--- config.mk ---
export PLATFORM = sky130hd
export DESIGN_NAME = pwm_ramp_ctrl_flat
export DESIGN_NICKNAME = d
export VERILOG_FILES = /design/src/rtl/pwm_pkg.sv /design/src/rtl/pwm_ramp_ctrl_if.sv /design/src/rtl/pwm_step_calc.sv /design/src/rtl/pwm_ramp_ctrl.sv /design/src/flat_wrapper.sv
export SDC_FILE = /design/constraint.sdc
export NUM_CORES = 1
export LEC_CHECK = 0
export CORE_MARGIN = 5
export CORE_UTILIZATION = 24
export DETAILED_ROUTE_END_ITERATION = 16
export GPL_ROUTABILITY_DRIVEN = 0
export HOLD_SLACK_MARGIN = 0.03
export PLACE_DENSITY = 0.45
export SLEW_MARGIN = 20
export SYNTH_ARGS = -nofsm -noshare
export SYNTH_HDL_FRONTEND = slang
export SYNTH_HIERARCHICAL = 1
export SYNTH_SLANG_ARGS = --single-unit
--- constraint.sdc ---
create_clock -name clock -period 4 [get_ports clock]
set_input_delay 1 -clock clock [delete_from_list [all_inputs] [get_ports clock]]
set_output_delay 1 -clock clock [all_outputs]
set_load 0.02 [all_outputs]
--- src/rtl/pwm_pkg.sv ---
// pwm_pkg: shared state encoding and constants for the PWM ramp sequencer
package pwm_pkg;
  typedef enum logic [2:0] {IDLE, LAUNCH, RAMP, DWELL, RETARGET, STOPPING} state_t;
  localparam int WIDTH_DEF = 4;
  localparam int MIN_PERIOD = 2;
endpackage

--- src/rtl/pwm_ramp_ctrl_if.sv ---
// pwm_ramp_ctrl_if: ramp command valid/ready channel
interface pwm_ramp_ctrl_if #(parameter int WIDTH = pwm_pkg::WIDTH_DEF, parameter int HOLD_W = 4);
  logic cmd_valid;
  logic cmd_ready;
  logic [WIDTH-1:0] cmd_period;
  logic [WIDTH-1:0] cmd_duty;
  logic [WIDTH-1:0] cmd_step;
  logic [HOLD_W-1:0] cmd_hold;
  modport master(output cmd_valid, cmd_period, cmd_duty, cmd_step, cmd_hold, input cmd_ready);
  modport slave(input cmd_valid, cmd_period, cmd_duty, cmd_step, cmd_hold, output cmd_ready);
endinterface

--- src/rtl/pwm_step_calc.sv ---
// pwm_step_calc: one saturating duty step toward the target, up or down
module pwm_step_calc #(parameter int WIDTH = 4) (
  input  logic [WIDTH-1:0] cur,
  input  logic [WIDTH-1:0] tgt,
  input  logic [WIDTH-1:0] step,
  output logic [WIDTH-1:0] nxt
);
  logic [WIDTH:0] up;
  logic [WIDTH-1:0] gap;
  assign up = {1'b0, cur} + {1'b0, step};
  assign gap = cur - tgt;
  // step 0 jumps straight to the target; otherwise clamp so we never pass it
  assign nxt = step == '0 ? tgt :
               cur < tgt ? (up >= {1'b0, tgt} ? tgt : up[WIDTH-1:0]) :
               (step >= gap ? tgt : cur - step);
endmodule

--- src/rtl/pwm_ramp_ctrl.sv ---
// pwm_ramp_ctrl: sequences PWM period/duty ramps, updating only on period boundaries
module pwm_ramp_ctrl
  import pwm_pkg::*;
#(
  parameter int WIDTH = WIDTH_DEF,
  parameter int HOLD_W = 4
) (
  input  logic clock,
  input  logic resetPWM_n,
  pwm_ramp_ctrl_if.slave cmd,
  input  logic stop,
  input  logic [WIDTH-1:0] pwm_count,
  output logic [WIDTH-1:0] period,
  output logic [WIDTH-1:0] duty,
  output logic startPWM,
  output logic busy,
  output logic done,
  output logic err
);
  state_t state, state_n;
  logic [WIDTH-1:0] period_n, duty_n, target, target_n, step, step_n, nxt_duty;
  logic [WIDTH-1:0] p_period, p_period_n, p_target, p_target_n, p_step, p_step_n;
  logic [WIDTH-1:0] cmd_tgt, cur_clip;
  logic [HOLD_W-1:0] hold, hold_n, p_hold, p_hold_n, hcnt, hcnt_n, cmd_h;
  logic start_n, done_n, err_n, stepped, stepped_n;
  logic boundary, bad, take;
  assign boundary = startPWM && (pwm_count == period - WIDTH'(1));
  assign bad = cmd.cmd_period < WIDTH'(MIN_PERIOD);
  assign cmd_tgt = cmd.cmd_duty > cmd.cmd_period ? cmd.cmd_period : cmd.cmd_duty;
  assign cmd_h = cmd.cmd_hold == '0 ? HOLD_W'(1) : cmd.cmd_hold;
  assign cur_clip = duty > p_period ? p_period : duty;
  assign cmd.cmd_ready = state == IDLE || state == DWELL;
  assign busy = state != IDLE;
  // stop outranks a same-cycle command except in IDLE, where stop means nothing
  assign take = cmd.cmd_valid && cmd.cmd_ready && (state == IDLE || !stop);
  pwm_step_calc #(.WIDTH(WIDTH)) u_step (.cur(duty), .tgt(target), .step(step), .nxt(nxt_duty));
  // next-state and datapath updates; stepped marks the cycle right after a duty write
  always_comb begin
    state_n = state;
    period_n = period;
    duty_n = duty;
    target_n = target;
    step_n = step;
    hold_n = hold;
    hcnt_n = hcnt;
    p_period_n = p_period;
    p_target_n = p_target;
    p_step_n = p_step;
    p_hold_n = p_hold;
    start_n = startPWM;
    done_n = 1'b0;
    err_n = take && bad;
    stepped_n = 1'b0;
    case (state)
      IDLE: if (take && !bad) begin
        period_n = cmd.cmd_period;
        target_n = cmd_tgt;
        step_n = cmd.cmd_step;
        hold_n = cmd_h;
        duty_n = '0;
        state_n = LAUNCH;
      end
      LAUNCH: if (stop) state_n = STOPPING;
      else begin
        start_n = 1'b1;
        hcnt_n = hold;
        state_n = RAMP;
      end
      RAMP: if (stop) state_n = STOPPING;
      else if (duty == target && (stepped || boundary)) begin
        done_n = 1'b1;
        state_n = DWELL;
      end else if (boundary) begin
        duty_n = hcnt <= HOLD_W'(1) ? nxt_duty : duty;
        hcnt_n = hcnt <= HOLD_W'(1) ? hold : hcnt - HOLD_W'(1);
        stepped_n = hcnt <= HOLD_W'(1);
      end
      DWELL: if (stop) state_n = STOPPING;
      else if (take && !bad) begin
        p_period_n = cmd.cmd_period;
        p_target_n = cmd_tgt;
        p_step_n = cmd.cmd_step;
        p_hold_n = cmd_h;
        state_n = RETARGET;
      end
      RETARGET: if (stop) state_n = STOPPING;
      else if (boundary) begin
        period_n = p_period;
        target_n = p_target;
        step_n = p_step;
        hold_n = p_hold;
        hcnt_n = p_hold;
        duty_n = cur_clip;
        state_n = RAMP;
      end
      STOPPING: if (boundary || !startPWM) begin
        duty_n = '0;
        start_n = 1'b0;
        state_n = IDLE;
      end
      default: state_n = IDLE;
    endcase
  end
  // state and datapath registers, cleared asynchronously
  always_ff @(posedge clock or negedge resetPWM_n)
    if (!resetPWM_n) begin
      state <= IDLE;
      period <= '0;
      duty <= '0;
      target <= '0;
      step <= '0;
      hold <= '0;
      hcnt <= '0;
      p_period <= '0;
      p_target <= '0;
      p_step <= '0;
      p_hold <= '0;
      startPWM <= 1'b0;
      done <= 1'b0;
      err <= 1'b0;
      stepped <= 1'b0;
    end else begin
      state <= state_n;
      period <= period_n;
      duty <= duty_n;
      target <= target_n;
      step <= step_n;
      hold <= hold_n;
      hcnt <= hcnt_n;
      p_period <= p_period_n;
      p_target <= p_target_n;
      p_step <= p_step_n;
      p_hold <= p_hold_n;
      startPWM <= start_n;
      done <= done_n;
      err <= err_n;
      stepped <= stepped_n;
    end
endmodule

--- src/flat_wrapper.sv ---
// flat-port wrapper written by rule: the top's interface ports become plain ports
module pwm_ramp_ctrl_flat import pwm_pkg::*;
#(
  parameter int WIDTH = WIDTH_DEF,
  parameter int HOLD_W = 4
)
  (clock, resetPWM_n, stop, pwm_count, period, duty, startPWM, busy, done, err, cmd_cmd_valid, cmd_cmd_period, cmd_cmd_duty, cmd_cmd_step, cmd_cmd_hold, cmd_cmd_ready);
  pwm_ramp_ctrl_if #(.WIDTH(WIDTH), .HOLD_W(HOLD_W)) cmd_i ();
  input  logic clock;
  input  logic resetPWM_n;
  input  logic stop;
  input  logic [WIDTH-1:0] pwm_count;
  output logic [WIDTH-1:0] period;
  output logic [WIDTH-1:0] duty;
  output logic startPWM;
  output logic busy;
  output logic done;
  output logic err;
  input wire logic [$bits(cmd_i.cmd_valid)-1:0] cmd_cmd_valid;
  input wire logic [$bits(cmd_i.cmd_period)-1:0] cmd_cmd_period;
  input wire logic [$bits(cmd_i.cmd_duty)-1:0] cmd_cmd_duty;
  input wire logic [$bits(cmd_i.cmd_step)-1:0] cmd_cmd_step;
  input wire logic [$bits(cmd_i.cmd_hold)-1:0] cmd_cmd_hold;
  output wire logic [$bits(cmd_i.cmd_ready)-1:0] cmd_cmd_ready;
  assign cmd_i.cmd_valid = cmd_cmd_valid;
  assign cmd_i.cmd_period = cmd_cmd_period;
  assign cmd_i.cmd_duty = cmd_cmd_duty;
  assign cmd_i.cmd_step = cmd_cmd_step;
  assign cmd_i.cmd_hold = cmd_cmd_hold;
  assign cmd_cmd_ready = cmd_i.cmd_ready;
  pwm_ramp_ctrl #(.WIDTH(WIDTH), .HOLD_W(HOLD_W)) u_core (.clock(clock), .resetPWM_n(resetPWM_n), .cmd(cmd_i), .stop(stop), .pwm_count(pwm_count), .period(period), .duty(duty), .startPWM(startPWM), .busy(busy), .done(done), .err(err));
endmodule
==> out/qor.txt <==
=======================================================================================
Data arrival time at the worst-slack endpoint                                   3460 ps
Number of fillers in the final layout                                              1480
Hold-critical path depth                                                              2
H-Tree Depth                                                                          2
Result of the run                                                          finished, final reports clean
Overall overflow remaining after global route                                         0
Post-synthesis sequential element count                                              47
Clock tree root driver cell                                                sky130_fd_sc_hd__clkbuf_16
Crit Path Class                                                            register to register
Max-slew violation count                                                              0
IR Drop Worst-Case VDD                                                         207.3 uV
Worst R2R Start                                                            u_core/step[2]$_DFFE_PN0P_
Vias per Instance                                                                 4.710
Number of violations reported at the end of detailed-routing iteration 0            134
Length in cells of the worst reg-to-reg path                                         14
Wire length of the first global-routing pass                                   14790 um
Post-route worst setup slack                                                   723.2 ps
Wirelength per Cell                                                            15.23 um
Area occupied by multi-input gates                                            2063 um^2
Cts hold-fix bufs                                                                     0
Area taken by flip-flops and latches                                          1176 um^2
Cell area after synthesis                                                     3401 um^2
Worst-case clock buffer depth                                                         2
Resized cells post-CTS                                                                0
DRC violations left                                                                   0
Commonest non-fill, non-tap cells in the layout                            sky130_fd_sc_hd__dfrtp_1, sky130_fd_sc_hd__clkdlybuf4s50_1, sky130_fd_sc_hd__nand2_1
Count of maximum capacitance violations                                               0
Delay of the slowest cell on the worst path                                      490 ps
Number of setup violations in the final report                                        0
Top flip-flop cell by instance count after synthesis                       sky130_fd_sc_hd__dfrtp_1
Actual transition at the worst max-transition pin                              817.3 ps
Top cell type's share of synthesized area                                        34.58%
Final hold slack                                                               486.8 ps
TritonCTS clock tree                                                               done
Horizontal extent of the die                                                   129.0 um
Reg-to-reg slack, setup                                                          720 ps
Total Die Area                                                               16650 um^2
Detail Placement HPWL                                                           6864 um
Share of final-layout standard cells stronger than drive strength 1              9.453%
Largest cells by area after synthesis                                      sky130_fd_sc_hd__dfrtp_1, sky130_fd_sc_hd__ha_1, sky130_fd_sc_hd__o21ai_0
Min-delay src                                                              u_core/hold[2]$_DFFE_PN0P_
Area grow syn2layout                                                             21.01%
Clock network latency to the later pin of the worst-skew pair                    300 ps
Antenna violations before repair                                                      0
Global-route usage over all layers                                               11.04%
Total CTS buffers                                                                     5
CP max-delay cell                                                          sky130_fd_sc_hd__dfrtp_1
Leakage power                                                                  1.858 nW
Total negative setup slack                                                         0 ps
Overall die height                                                             129.0 um
Most common cell after layout, fill and taps aside                         sky130_fd_sc_hd__dfrtp_1
Number of setup buffers added after CTS                                               0
DR vias                                                                            2741
Share of the core filled with cells                                              29.65%
Most repeated library cell on the critical path                            sky130_fd_sc_hd__ha_1
Core Area                                                                    13880 um^2
EDFF count, synth                                                                     0
Share of synthesized registers carrying an async set or reset                    100.0%
Count of nets after finishing                                                       458
Total length of routed wires                                                    8863 um
Count of warnings emitted by yosys                                                    6
FF-to-FF End                                                               u_core/duty[3]$_DFFE_PN0P_
Number of top-level design ports                                                     37
Row Count                                                                            43
Seq/Total Area, Yosys                                                            34.58%
Iteration count of the initial detailed-routing pass                                  4
Worst hold path endpoint                                                   u_core/hold[2]$_DFFE_PN0P_
Maximum number of pins on one net before global-route repair                         35
Clk_skew                                                                       10.75 ps
# clock sinks                                                                        47
Path length in cells of the critical path                                            14
Critical Path Source Type                                                      register
Type of destination of the critical path                                       register
Total of buffers placed on input and output ports                                    36
Power per Cell Area                                                        847.8 nW/um^2
Pre-CTS WS                                                                     692.6 ps
Fmax                                                                          305.2 MHz
Data required time at the worst endpoint                                        4180 ps
Maximum fanout count along the critical path                                          6
Cell taking the most area after synthesis                                  sky130_fd_sc_hd__dfrtp_1
Antenna Violating Nets Remaining                                                      0
Unique cell type count in the Yosys netlist                                          56
Initial core utilization                                                         24.50%
HP Class                                                                   register to register
Number of standard cells after synthesis                                            367
Number of endpoints with negative hold slack in the final report                      0
Bufs and invs on worst path                                                           2
Fraction of the cycle the final worst path needs                                 81.92%
CTS clock-pin slew for the worst setup and hold paths                             80 ps
Avg Cell Area, Syn                                                           9.266 um^2
Chain of cells forming the critical path                                   inv_1, ha_1, inv_2, a221oi_2, xnor2_1, ha_1, a211o_1, a31o_1, a211oi_4, o21ai_2, a22o_1, nand2_1, o21ai_0, mux2_2
Synthesized Nets                                                                    424
Setup repair after global routing missed its margin                                  no
Kind of cell adding the most delay to the critical path                    compound AO/OA/AOI/OAI gates
Number of antenna diodes                                                              0
Min Tclk post-route                                                             3277 ps
Worst slew margin                                                                45.52%
Number of global-route vias before repair                                          2762
=======================================================================================
==> synth_stat cells (3+ instances only) <==
cell	number
sky130_fd_sc_hd__mux2i_1	14
sky130_fd_sc_hd__nor2_1	24
sky130_fd_sc_hd__a22o_2	4
sky130_fd_sc_hd__nand2b_1	8
sky130_fd_sc_hd__nor2b_1	8
sky130_fd_sc_hd__xor2_1	8
sky130_fd_sc_hd__nor3_1	7
sky130_fd_sc_hd__inv_1	29
sky130_fd_sc_hd__clkbuf_1	9
sky130_fd_sc_hd__mux2_2	12
sky130_fd_sc_hd__ha_1	30
sky130_fd_sc_hd__nand2_1	34
sky130_fd_sc_hd__a21o_1	8
sky130_fd_sc_hd__o21ai_0	32
sky130_fd_sc_hd__o21a_1	4
sky130_fd_sc_hd__a211oi_1	5
sky130_fd_sc_hd__xnor2_1	7
sky130_fd_sc_hd__a22o_1	4
sky130_fd_sc_hd__dfrtp_1	47
sky130_fd_sc_hd__nor4_1	4
sky130_fd_sc_hd__fa_1	3
sky130_fd_sc_hd__a21oi_1	19
sky130_fd_sc_hd__a22oi_1	3
sky130_fd_sc_hd__a31oi_1	3
sky130_fd_sc_hd__nand3_1	4
==> stage by stage <==
stage,total power [mW],area (um^2),cells
after floorplan,2.495,3401,367
after global placement,3.020,3963,574
after detailed placement,3.057,3963,574
after CTS,3.526,4115,582
after global routing,3.794,4115,582
final,3.489,4115,582
==> power breakdown <==
group	switching (mW)	leakage (nW)	internal (mW)
sequential	0.295	0.605	0.681
combinational	1.08	1.18	0.987
clock	0.204	0.0723	0.239
==> per-layer routing <==
metal	wire length, um	global-route usage (%)
met1	4391	15.59
met5	0	0
met4	80	2.841
met2	4126	17.59
met3	264	1.896
==> worst max path at each step <==
stage / slack (ps) / from / to
floorplan: 1000 / u_core/duty[2]$_DFFE_PN0P_ / u_core/duty[1]$_DFFE_PN0P_
global placement: 720 / pwm_count[3] / u_core/duty[3]$_DFFE_PN0P_
detailed placement: 690 / pwm_count[0] / u_core/duty[1]$_DFFE_PN0P_
CTS: 740 / u_core/step[2]$_DFFE_PN0P_ / u_core/duty[3]$_DFFE_PN0P_
global route: 530 / u_core/step[2]$_DFFE_PN0P_ / u_core/duty[3]$_DFFE_PN0P_
finish: 720 / u_core/step[2]$_DFFE_PN0P_ / u_core/duty[3]$_DFFE_PN0P_
==> flip-flops by register name, indices dropped and copies added, names as in the netlist <==
name             cells
u_core/p_target      4
u_core/p_hold        4
u_core/startPWM      1
u_core/err           1
u_core/step          4
u_core/p_step        4
u_core/done          1
u_core/hcnt          4
u_core/stepped       1
u_core/period        4
u_core/hold          4
u_core/duty          4
u_core/p_period      4
u_core/target        4
u_core/state         3
==> cell type report <==
type	count	share of cell area (%)
multi-input combinational	277	50.14
sequential	47	28.58
timing repair buffer	40	9.365
tap	180	5.473
clock buffer	5	3.040
inverter	30	2.736
clock inverter	3	0.6689
==> worst min-delay path, stage by stage, from the launching register on <==
cell and delay (ps):
sky130_fd_sc_hd__dfrtp_1 340, sky130_fd_sc_hd__nand2_1 40, sky130_fd_sc_hd__o21ai_0 60
==> cell families after synthesis <==
family,after synthesis,synth area share [%]
multiplexers,26,8.094
buffers and inverters,43,4.930
AO/OA/AOI/OAI,102,20.38
AND/OR/NAND/NOR,100,14.68
XOR/XNOR,16,4.525
adder cells (fa/ha/maj),33,12.80
flip-flops,47,34.58
No activity file was read; power rests on OpenSTA's default activity.
